==> src/rtl/controle_multiciclo_pkg.sv <==
// Shared types and encodings for the multicycle MIPS32 main control.
// State enum, opcode/funct constants, ALU operation codes and mux selects.
package controle_pkg;

  typedef enum logic [3:0] {
    FETCH   = 4'd0,
    DECODE  = 4'd1,
    MEMADR  = 4'd2,
    MEMRD   = 4'd3,
    MEMWB   = 4'd4,
    MEMWR   = 4'd5,
    EXECUTE = 4'd6,
    ALUWB   = 4'd7,
    BRANCH  = 4'd8,
    ADDIEX  = 4'd9,
    ADDIWB  = 4'd10,
    JUMP    = 4'd11,
    EXCEPT  = 4'd12
  } state_t;

  localparam logic [5:0] OP_RTYPE = 6'b000000;
  localparam logic [5:0] OP_LW    = 6'b100011;
  localparam logic [5:0] OP_SW    = 6'b101011;
  localparam logic [5:0] OP_BEQ   = 6'b000100;
  localparam logic [5:0] OP_ADDI  = 6'b001000;
  localparam logic [5:0] OP_J     = 6'b000010;

  localparam logic [5:0] FUNCT_ADD = 6'b100000;
  localparam logic [5:0] FUNCT_SUB = 6'b100010;
  localparam logic [5:0] FUNCT_AND = 6'b100100;
  localparam logic [5:0] FUNCT_OR  = 6'b100101;
  localparam logic [5:0] FUNCT_SLT = 6'b101010;

  localparam logic [2:0] ULA_ADD = 3'b010;
  localparam logic [2:0] ULA_SUB = 3'b110;
  localparam logic [2:0] ULA_AND = 3'b000;
  localparam logic [2:0] ULA_OR  = 3'b001;
  localparam logic [2:0] ULA_SLT = 3'b111;

  localparam logic [1:0] SRC_B_REG    = 2'b00;
  localparam logic [1:0] SRC_B_FOUR   = 2'b01;
  localparam logic [1:0] SRC_B_IMM    = 2'b10;
  localparam logic [1:0] SRC_B_IMM_SH = 2'b11;

  localparam logic [1:0] PC_SRC_ALU    = 2'b00;
  localparam logic [1:0] PC_SRC_ALUOUT = 2'b01;
  localparam logic [1:0] PC_SRC_JUMP   = 2'b10;
  localparam logic [1:0] PC_SRC_EXC    = 2'b11;

  // True for the R-type funct codes the ALU implements.
  function automatic logic funct_valid(input logic [5:0] f);
    return (f == FUNCT_ADD) || (f == FUNCT_SUB) || (f == FUNCT_AND) ||
           (f == FUNCT_OR)  || (f == FUNCT_SLT);
  endfunction

endpackage

==> src/rtl/controle_multiciclo_if.sv <==
// Datapath <-> control bundle: IR fields, ALU flags, memory handshake and
// every control strobe/select. master = control unit, slave = datapath.
interface controle_multiciclo_if;
  logic [5:0] op;
  logic [5:0] funct;
  logic       zero;
  logic       overflow;
  logic       mem_ready;
  logic       iord;
  logic       mem_write;
  logic       ir_write;
  logic       reg_dst;
  logic       mem_to_reg;
  logic       reg_write;
  logic       ula_src_a;
  logic [1:0] ula_src_b;
  logic [2:0] ula_control;
  logic [1:0] pc_src;
  logic       pc_en;
  logic       epc_write;

  modport master (
    input  op, funct, zero, overflow, mem_ready,
    output iord, mem_write, ir_write, reg_dst, mem_to_reg, reg_write,
           ula_src_a, ula_src_b, ula_control, pc_src, pc_en, epc_write
  );

  modport slave (
    output op, funct, zero, overflow, mem_ready,
    input  iord, mem_write, ir_write, reg_dst, mem_to_reg, reg_write,
           ula_src_a, ula_src_b, ula_control, pc_src, pc_en, epc_write
  );
endinterface

==> src/rtl/controle_multiciclo_decodificador_ula.sv <==
// R-type funct -> 3-bit ALU operation. Unknown functs fall back to add.
module decodificador_ula
  import controle_pkg::*;
(
  input  logic [5:0] funct,
  output logic [2:0] ula_control
);

  // Table lookup of the funct field.
  always_comb begin
    ula_control = ULA_ADD;
    case (funct)
      FUNCT_ADD: ula_control = ULA_ADD;
      FUNCT_SUB: ula_control = ULA_SUB;
      FUNCT_AND: ula_control = ULA_AND;
      FUNCT_OR:  ula_control = ULA_OR;
      FUNCT_SLT: ula_control = ULA_SLT;
      default:   ula_control = ULA_ADD;
    endcase
  end

endmodule

==> src/rtl/controle_multiciclo.sv <==
// Moore main control FSM for the multicycle MIPS32 datapath.
// Optional overflow/illegal-instruction trap: define CONTROLE_EXCEPTION_EN.
module controle_multiciclo
  import controle_pkg::*;
(
  input  logic                      clk,
  input  logic                      reset_n,
  controle_multiciclo_if.master     bus
);

  state_t     state, state_next;
  logic [2:0] dec_ctrl;
  logic       pc_write, branch;
  logic       mem_write_s, ir_write_s, reg_write_s, epc_write_s;

  decodificador_ula u_decodificador_ula (
    .funct       (bus.funct),
    .ula_control (dec_ctrl)
  );

  // State register; reset returns to instruction fetch.
  always_ff @(posedge clk or negedge reset_n) begin
    if (!reset_n) state <= FETCH;
    else          state <= state_next;
  end

  // Next-state and per-state control decode.
  always_comb begin
    state_next      = FETCH;
    bus.iord        = 1'b0;
    mem_write_s     = 1'b0;
    ir_write_s      = 1'b0;
    bus.reg_dst     = 1'b0;
    bus.mem_to_reg  = 1'b0;
    reg_write_s     = 1'b0;
    bus.ula_src_a   = 1'b0;
    bus.ula_src_b   = SRC_B_REG;
    bus.ula_control = ULA_ADD;
    bus.pc_src      = PC_SRC_ALU;
    pc_write        = 1'b0;
    branch          = 1'b0;
    epc_write_s     = 1'b0;
    case (state)
      FETCH: begin
        bus.ula_src_b = SRC_B_FOUR;
        ir_write_s    = bus.mem_ready;
        pc_write      = bus.mem_ready;
        state_next    = bus.mem_ready ? DECODE : FETCH;
      end
      DECODE: begin
        bus.ula_src_b = SRC_B_IMM_SH;
        case (bus.op)
`ifdef CONTROLE_EXCEPTION_EN
          OP_RTYPE: state_next = funct_valid(bus.funct) ? EXECUTE : EXCEPT;
`else
          OP_RTYPE: state_next = EXECUTE;
`endif
          OP_LW, OP_SW: state_next = MEMADR;
          OP_BEQ:       state_next = BRANCH;
          OP_ADDI:      state_next = ADDIEX;
          OP_J:         state_next = JUMP;
`ifdef CONTROLE_EXCEPTION_EN
          default:      state_next = EXCEPT;
`else
          default:      state_next = FETCH;
`endif
        endcase
      end
      MEMADR: begin
        bus.ula_src_a = 1'b1;
        bus.ula_src_b = SRC_B_IMM;
        state_next    = (bus.op == OP_SW) ? MEMWR : MEMRD;
      end
      MEMRD: begin
        bus.iord   = 1'b1;
        state_next = bus.mem_ready ? MEMWB : MEMRD;
      end
      MEMWB: begin
        bus.mem_to_reg = 1'b1;
        reg_write_s    = 1'b1;
      end
      MEMWR: begin
        bus.iord    = 1'b1;
        mem_write_s = 1'b1;
        state_next  = bus.mem_ready ? FETCH : MEMWR;
      end
      EXECUTE: begin
        bus.ula_src_a   = 1'b1;
        bus.ula_control = dec_ctrl;
        state_next      = ALUWB;
`ifdef CONTROLE_EXCEPTION_EN
        if (bus.overflow && (bus.funct == FUNCT_ADD || bus.funct == FUNCT_SUB))
          state_next = EXCEPT;
`endif
      end
      ALUWB: begin
        bus.reg_dst = 1'b1;
        reg_write_s = 1'b1;
      end
      BRANCH: begin
        bus.ula_src_a   = 1'b1;
        bus.ula_control = ULA_SUB;
        bus.pc_src      = PC_SRC_ALUOUT;
        branch          = 1'b1;
      end
      ADDIEX: begin
        bus.ula_src_a = 1'b1;
        bus.ula_src_b = SRC_B_IMM;
        state_next    = ADDIWB;
`ifdef CONTROLE_EXCEPTION_EN
        if (bus.overflow) state_next = EXCEPT;
`endif
      end
      ADDIWB: reg_write_s = 1'b1;
      JUMP: begin
        bus.pc_src = PC_SRC_JUMP;
        pc_write   = 1'b1;
      end
`ifdef CONTROLE_EXCEPTION_EN
      EXCEPT: begin
        epc_write_s = 1'b1;
        bus.pc_src  = PC_SRC_EXC;
        pc_write    = 1'b1;
      end
`endif
      default: state_next = FETCH;
    endcase
  end

  // Write strobes are gated by reset_n so an asynchronous reset suppresses
  // any write in the very cycle it arrives, not one edge later.
  assign bus.mem_write = mem_write_s & reset_n;
  assign bus.ir_write  = ir_write_s  & reset_n;
  assign bus.reg_write = reg_write_s & reset_n;
  assign bus.epc_write = epc_write_s & reset_n;
  assign bus.pc_en     = (pc_write | (branch & bus.zero)) & reset_n;

endmodule

==> src/flat_wrapper.sv <==
// flat-port wrapper written by rule: the top's interface ports become plain ports
module controle_multiciclo_flat import controle_pkg::*;
  (clk, reset_n, bus_op, bus_funct, bus_zero, bus_overflow, bus_mem_ready, bus_iord, bus_mem_write, bus_ir_write, bus_reg_dst, bus_mem_to_reg, bus_reg_write, bus_ula_src_a, bus_ula_src_b, bus_ula_control, bus_pc_src, bus_pc_en, bus_epc_write);
  controle_multiciclo_if bus_i ();
  input  logic clk;
  input  logic reset_n;
  input wire logic [$bits(bus_i.op)-1:0] bus_op;
  input wire logic [$bits(bus_i.funct)-1:0] bus_funct;
  input wire logic [$bits(bus_i.zero)-1:0] bus_zero;
  input wire logic [$bits(bus_i.overflow)-1:0] bus_overflow;
  input wire logic [$bits(bus_i.mem_ready)-1:0] bus_mem_ready;
  output wire logic [$bits(bus_i.iord)-1:0] bus_iord;
  output wire logic [$bits(bus_i.mem_write)-1:0] bus_mem_write;
  output wire logic [$bits(bus_i.ir_write)-1:0] bus_ir_write;
  output wire logic [$bits(bus_i.reg_dst)-1:0] bus_reg_dst;
  output wire logic [$bits(bus_i.mem_to_reg)-1:0] bus_mem_to_reg;
  output wire logic [$bits(bus_i.reg_write)-1:0] bus_reg_write;
  output wire logic [$bits(bus_i.ula_src_a)-1:0] bus_ula_src_a;
  output wire logic [$bits(bus_i.ula_src_b)-1:0] bus_ula_src_b;
  output wire logic [$bits(bus_i.ula_control)-1:0] bus_ula_control;
  output wire logic [$bits(bus_i.pc_src)-1:0] bus_pc_src;
  output wire logic [$bits(bus_i.pc_en)-1:0] bus_pc_en;
  output wire logic [$bits(bus_i.epc_write)-1:0] bus_epc_write;
  assign bus_i.op = bus_op;
  assign bus_i.funct = bus_funct;
  assign bus_i.zero = bus_zero;
  assign bus_i.overflow = bus_overflow;
  assign bus_i.mem_ready = bus_mem_ready;
  assign bus_iord = bus_i.iord;
  assign bus_mem_write = bus_i.mem_write;
  assign bus_ir_write = bus_i.ir_write;
  assign bus_reg_dst = bus_i.reg_dst;
  assign bus_mem_to_reg = bus_i.mem_to_reg;
  assign bus_reg_write = bus_i.reg_write;
  assign bus_ula_src_a = bus_i.ula_src_a;
  assign bus_ula_src_b = bus_i.ula_src_b;
  assign bus_ula_control = bus_i.ula_control;
  assign bus_pc_src = bus_i.pc_src;
  assign bus_pc_en = bus_i.pc_en;
  assign bus_epc_write = bus_i.epc_write;
  controle_multiciclo u_core (.clk(clk), .reset_n(reset_n), .bus(bus_i));
endmodule
==> config.mk <==
export PLATFORM = sky130hd
export DESIGN_NAME = controle_multiciclo_flat
export DESIGN_NICKNAME = d
export VERILOG_FILES = /design/src/rtl/controle_multiciclo_pkg.sv /design/src/rtl/controle_multiciclo_if.sv /design/src/rtl/controle_multiciclo_decodificador_ula.sv /design/src/rtl/controle_multiciclo.sv /design/src/flat_wrapper.sv
export SDC_FILE = /design/constraint.sdc
export NUM_CORES = 1
export LEC_CHECK = 0
export CAP_MARGIN = 10
export CORE_UTILIZATION = 30
export CTS_CLUSTER_DIAMETER = 80
export DETAILED_ROUTE_END_ITERATION = 8
export HOLD_SLACK_MARGIN = 0.03
export PLACE_DENSITY = 0.66
export SLEW_MARGIN = 20
export SYNTH_ARGS = -nofsm -noshare
export SYNTH_HDL_FRONTEND = slang
export SYNTH_SLANG_ARGS = --single-unit
==> constraint.sdc <==
create_clock -name clk -period 2 [get_ports clk]
set_input_delay 0.4 -clock clk [delete_from_list [all_inputs] [get_ports clk]]
set_output_delay 0.4 -clock clk [all_outputs]
set_load 0.01 [all_outputs]
==> impl_metrics.yaml <==
final_layout:
  drive_above_1_share_pct: 38.40
  mostFrequentLayoutCell: "buf_4"
  diodes: 0
  mostFrequentLayoutCells: "buf_4, clkdlybuf4s50_1, nor3_1"
  largest_register_ffs: 4
  area_growth_pct: 78.98
  nFillCells: 175
  finalNetCount: 144
  reg_top3: "u_core.state x4"
  fin_util_pct: 59.16
  largest_register: "u_core.state"
  finalInstanceArea_um2: 1055
logic_synthesis:
  synth_top_area_share_pct: 16.99
  ys_ff_latch: 4
  synth.avg_cell_area_um2: 7.653
  netlist_area_um2: 589.3
  synth_top_area_cell: "dfrtp_1"
  synth_fp_nets: 94
  synth-edff-count: 0
  ys.flop_type: "dfrtp_1"
  ys_seq_area_share_pct: 16.99
  syn_inst: 77
  ys_warn_count: 0
  synth-async-reset-ratio_pct: 100.0
  post_synth_num_cell_types: 39
  synth.area.top_cells: "dfrtp_1, nor3_1, nor3b_1"
placement:
  dpl-instance-area_um2: 1011
  gp_congestion: 0.7429
  io_buffers: 30
  dpl.hpwl_um: 1409
timing:
  hold_viol_final: 0
  clock_skew_ns: 0.002995
  fin_ws_ns: -0.1435
  rsz0062_at_grt: "yes"
  setup_violations: 3
  finalCritPeriodShare_pct: 107.2
  finalCriticalPeriod_ns: 2.143
  slew_violations: 0
  timing.fmax_mhz: 466.5
clock_tree:
  tritoncts: "yes"
  htree_levels: 1
  cts-root-buf: "clkbuf_4"
  clock-sinks: 4
  clk_latency_ns: 0.23
  cts-buffers-inserted: 3
  cts_hold_buf: 0
  cts_buffer_depth: 2
  clk_pin_slew_ns: 0.04
die:
  die_w_um: 46.32
  die-area_um2: 2146
  ioPinCount: 33
  initial_core_util_pct: 33.05
  core_area_um2: 1783
  row_count: 15
  die_h_um: 46.32
setup_path:
  required_ns: 1.60
  reg2reg_from: "u_core.state[2]$_DFF_PN0_"
  arrival_ns: 1.74
  cp-start-kind: "flop"
  crit_type: "reg2out"
  critical_path.max_fanout: 3
  rr_endpoint: "u_core.state[1]$_DFF_PN0_"
  rr_worst_depth: 5
  crit_start: "u_core.state[0]$_DFF_PN0_"
  crit_path_end_kind: "output pin"
  reg2reg_slack_ns: 0.18
detailed_routing:
  drt.antenna.violating_nets: 0
  vias: 745
  wl_per_cell_um: 12.28
  drc: 0
  viasPerCell: 4.967
  drt_iter0_markers: 5
  first_pass_iters: 4
  wirelength_um: 1842
pwr:
  leakage_nw: 0.5243
  powerDensity_nw_per_um2: 710.8
  worst_ir_drop_vdd_mv: 0.7162
status:
  violations: "negative setup slack"
  status: "finished with violations"
run:
  cap_violations: 0
global_routing:
  antenna_found_initial: 0
  grt_pass1_wl_um: 2773
  grt_max_degree: 16
  overflow: 0
  first_global_vias: 652
  track_usage_pct: 17.95
hold_path:
  hp-class: "in2async"
[cell type report]
class	instances	area (um2)	area share, %
Multi-Input combinational cell	64	467.9	44.37
Timing Repair Buffer	50	417.9	39.62
Sequential cell	4	100.1	9.490
Tap cell	25	31.28	2.966
Clock buffer	3	22.52	2.135
Inverter	4	15.01	1.423
[worst max-delay path, stage by stage (launching register included)]
cell and delay, ns:
dfrtp_1 0.36, or2b_1 0.25, or4b_4 0.57, buf_6 0.13, nor2_1 0.06, buf_2 0.13
[cell usage after synthesis, types with 2 or more instances]
master,number
nor3_1,7
nor2_1,5
o21ai_0,5
dfrtp_1,4
inv_1,4
nand2b_1,4
nor3b_1,4
a211oi_1,2
a21oi_1,2
a2bb2oi_1,2
and2b_2,2
buf_6,2
clkbuf_1,2
nand2_1,2
nand3_1,2
o221ai_1,2
or2b_2,2
or3b_2,2
xor2_1,2
[what timing repair did]
action,in CTS,in global routing
pin swaps,1,3
setup buffers,3,0
setup endpoints to repair,14,11
gates resized for setup,37,15
[cells by family (layout without fill, tap and decap cells)]
group | count (synthesis) | count (layout) | share of synthesized area (%)
and+or+nand+nor | 43 | 43 | 49.05
AOI/OAI and AO/OA | 16 | 16 | 18.05
buffers and inverters | 9 | 57 | 8.917
DFF | 4 | 4 | 16.99
xor gates and xnor gates | 3 | 3 | 4.459
other | 1 | 1 | 0.6363
muxes | 1 | 1 | 1.911
[worst max-delay path by stage]
stage                         end  cells after the start
2_1_floorplan  bus_ula_control[2]                      3
3_3_place_gp   bus_ula_control[0]                      5
3_5_place_dp   bus_ula_control[2]                      4
4_1_cts        bus_ula_control[0]                      5
5_1_grt        bus_ula_control[0]                      5
6_report       bus_ula_control[0]                      5
[where the power goes]
group | switching [mW] | total, mW | internal (mW) | leakage [nW]
combinational | 0.257 | 0.535 | 0.278 | 0.457
clock | 0.0330 | 0.100 | 0.0671 | 0.0138
sequential | 0.0108 | 0.114 | 0.103 | 0.0536
[per-layer routing]
layer  wire (um)  GRT usage, %  vias to the layer above  share of wire (%)
met3         128         5.490                        0                6.9
met5           0             0                        -                  0
met4           0             0                        0                  0
met1         815         20.79                      337                 44
li1            -             -                      378                  -
met2         898         33.61                       30                 49
[metrics by stage]
step | setup slack (ns) | power [mW] | TNS, ns | cells | hold WS [ns]
floorplan | 0.2112 | 0.3865 | 0 | 77 | 0.1044
global placement | -0.4731 | 0.6489 | -1.912 | 144 | 0.6193
detailed placement | -0.4988 | 0.6579 | -2.015 | 144 | 0.6243
CTS | -0.1456 | 0.7345 | -0.2729 | 150 | 0.4982
global route | -0.2114 | 0.8108 | -0.5182 | 150 | 0.5013
finish | -0.1435 | 0.7497 | -0.3285 | 150 | 0.5020
(Power assumes the default switching activity.)
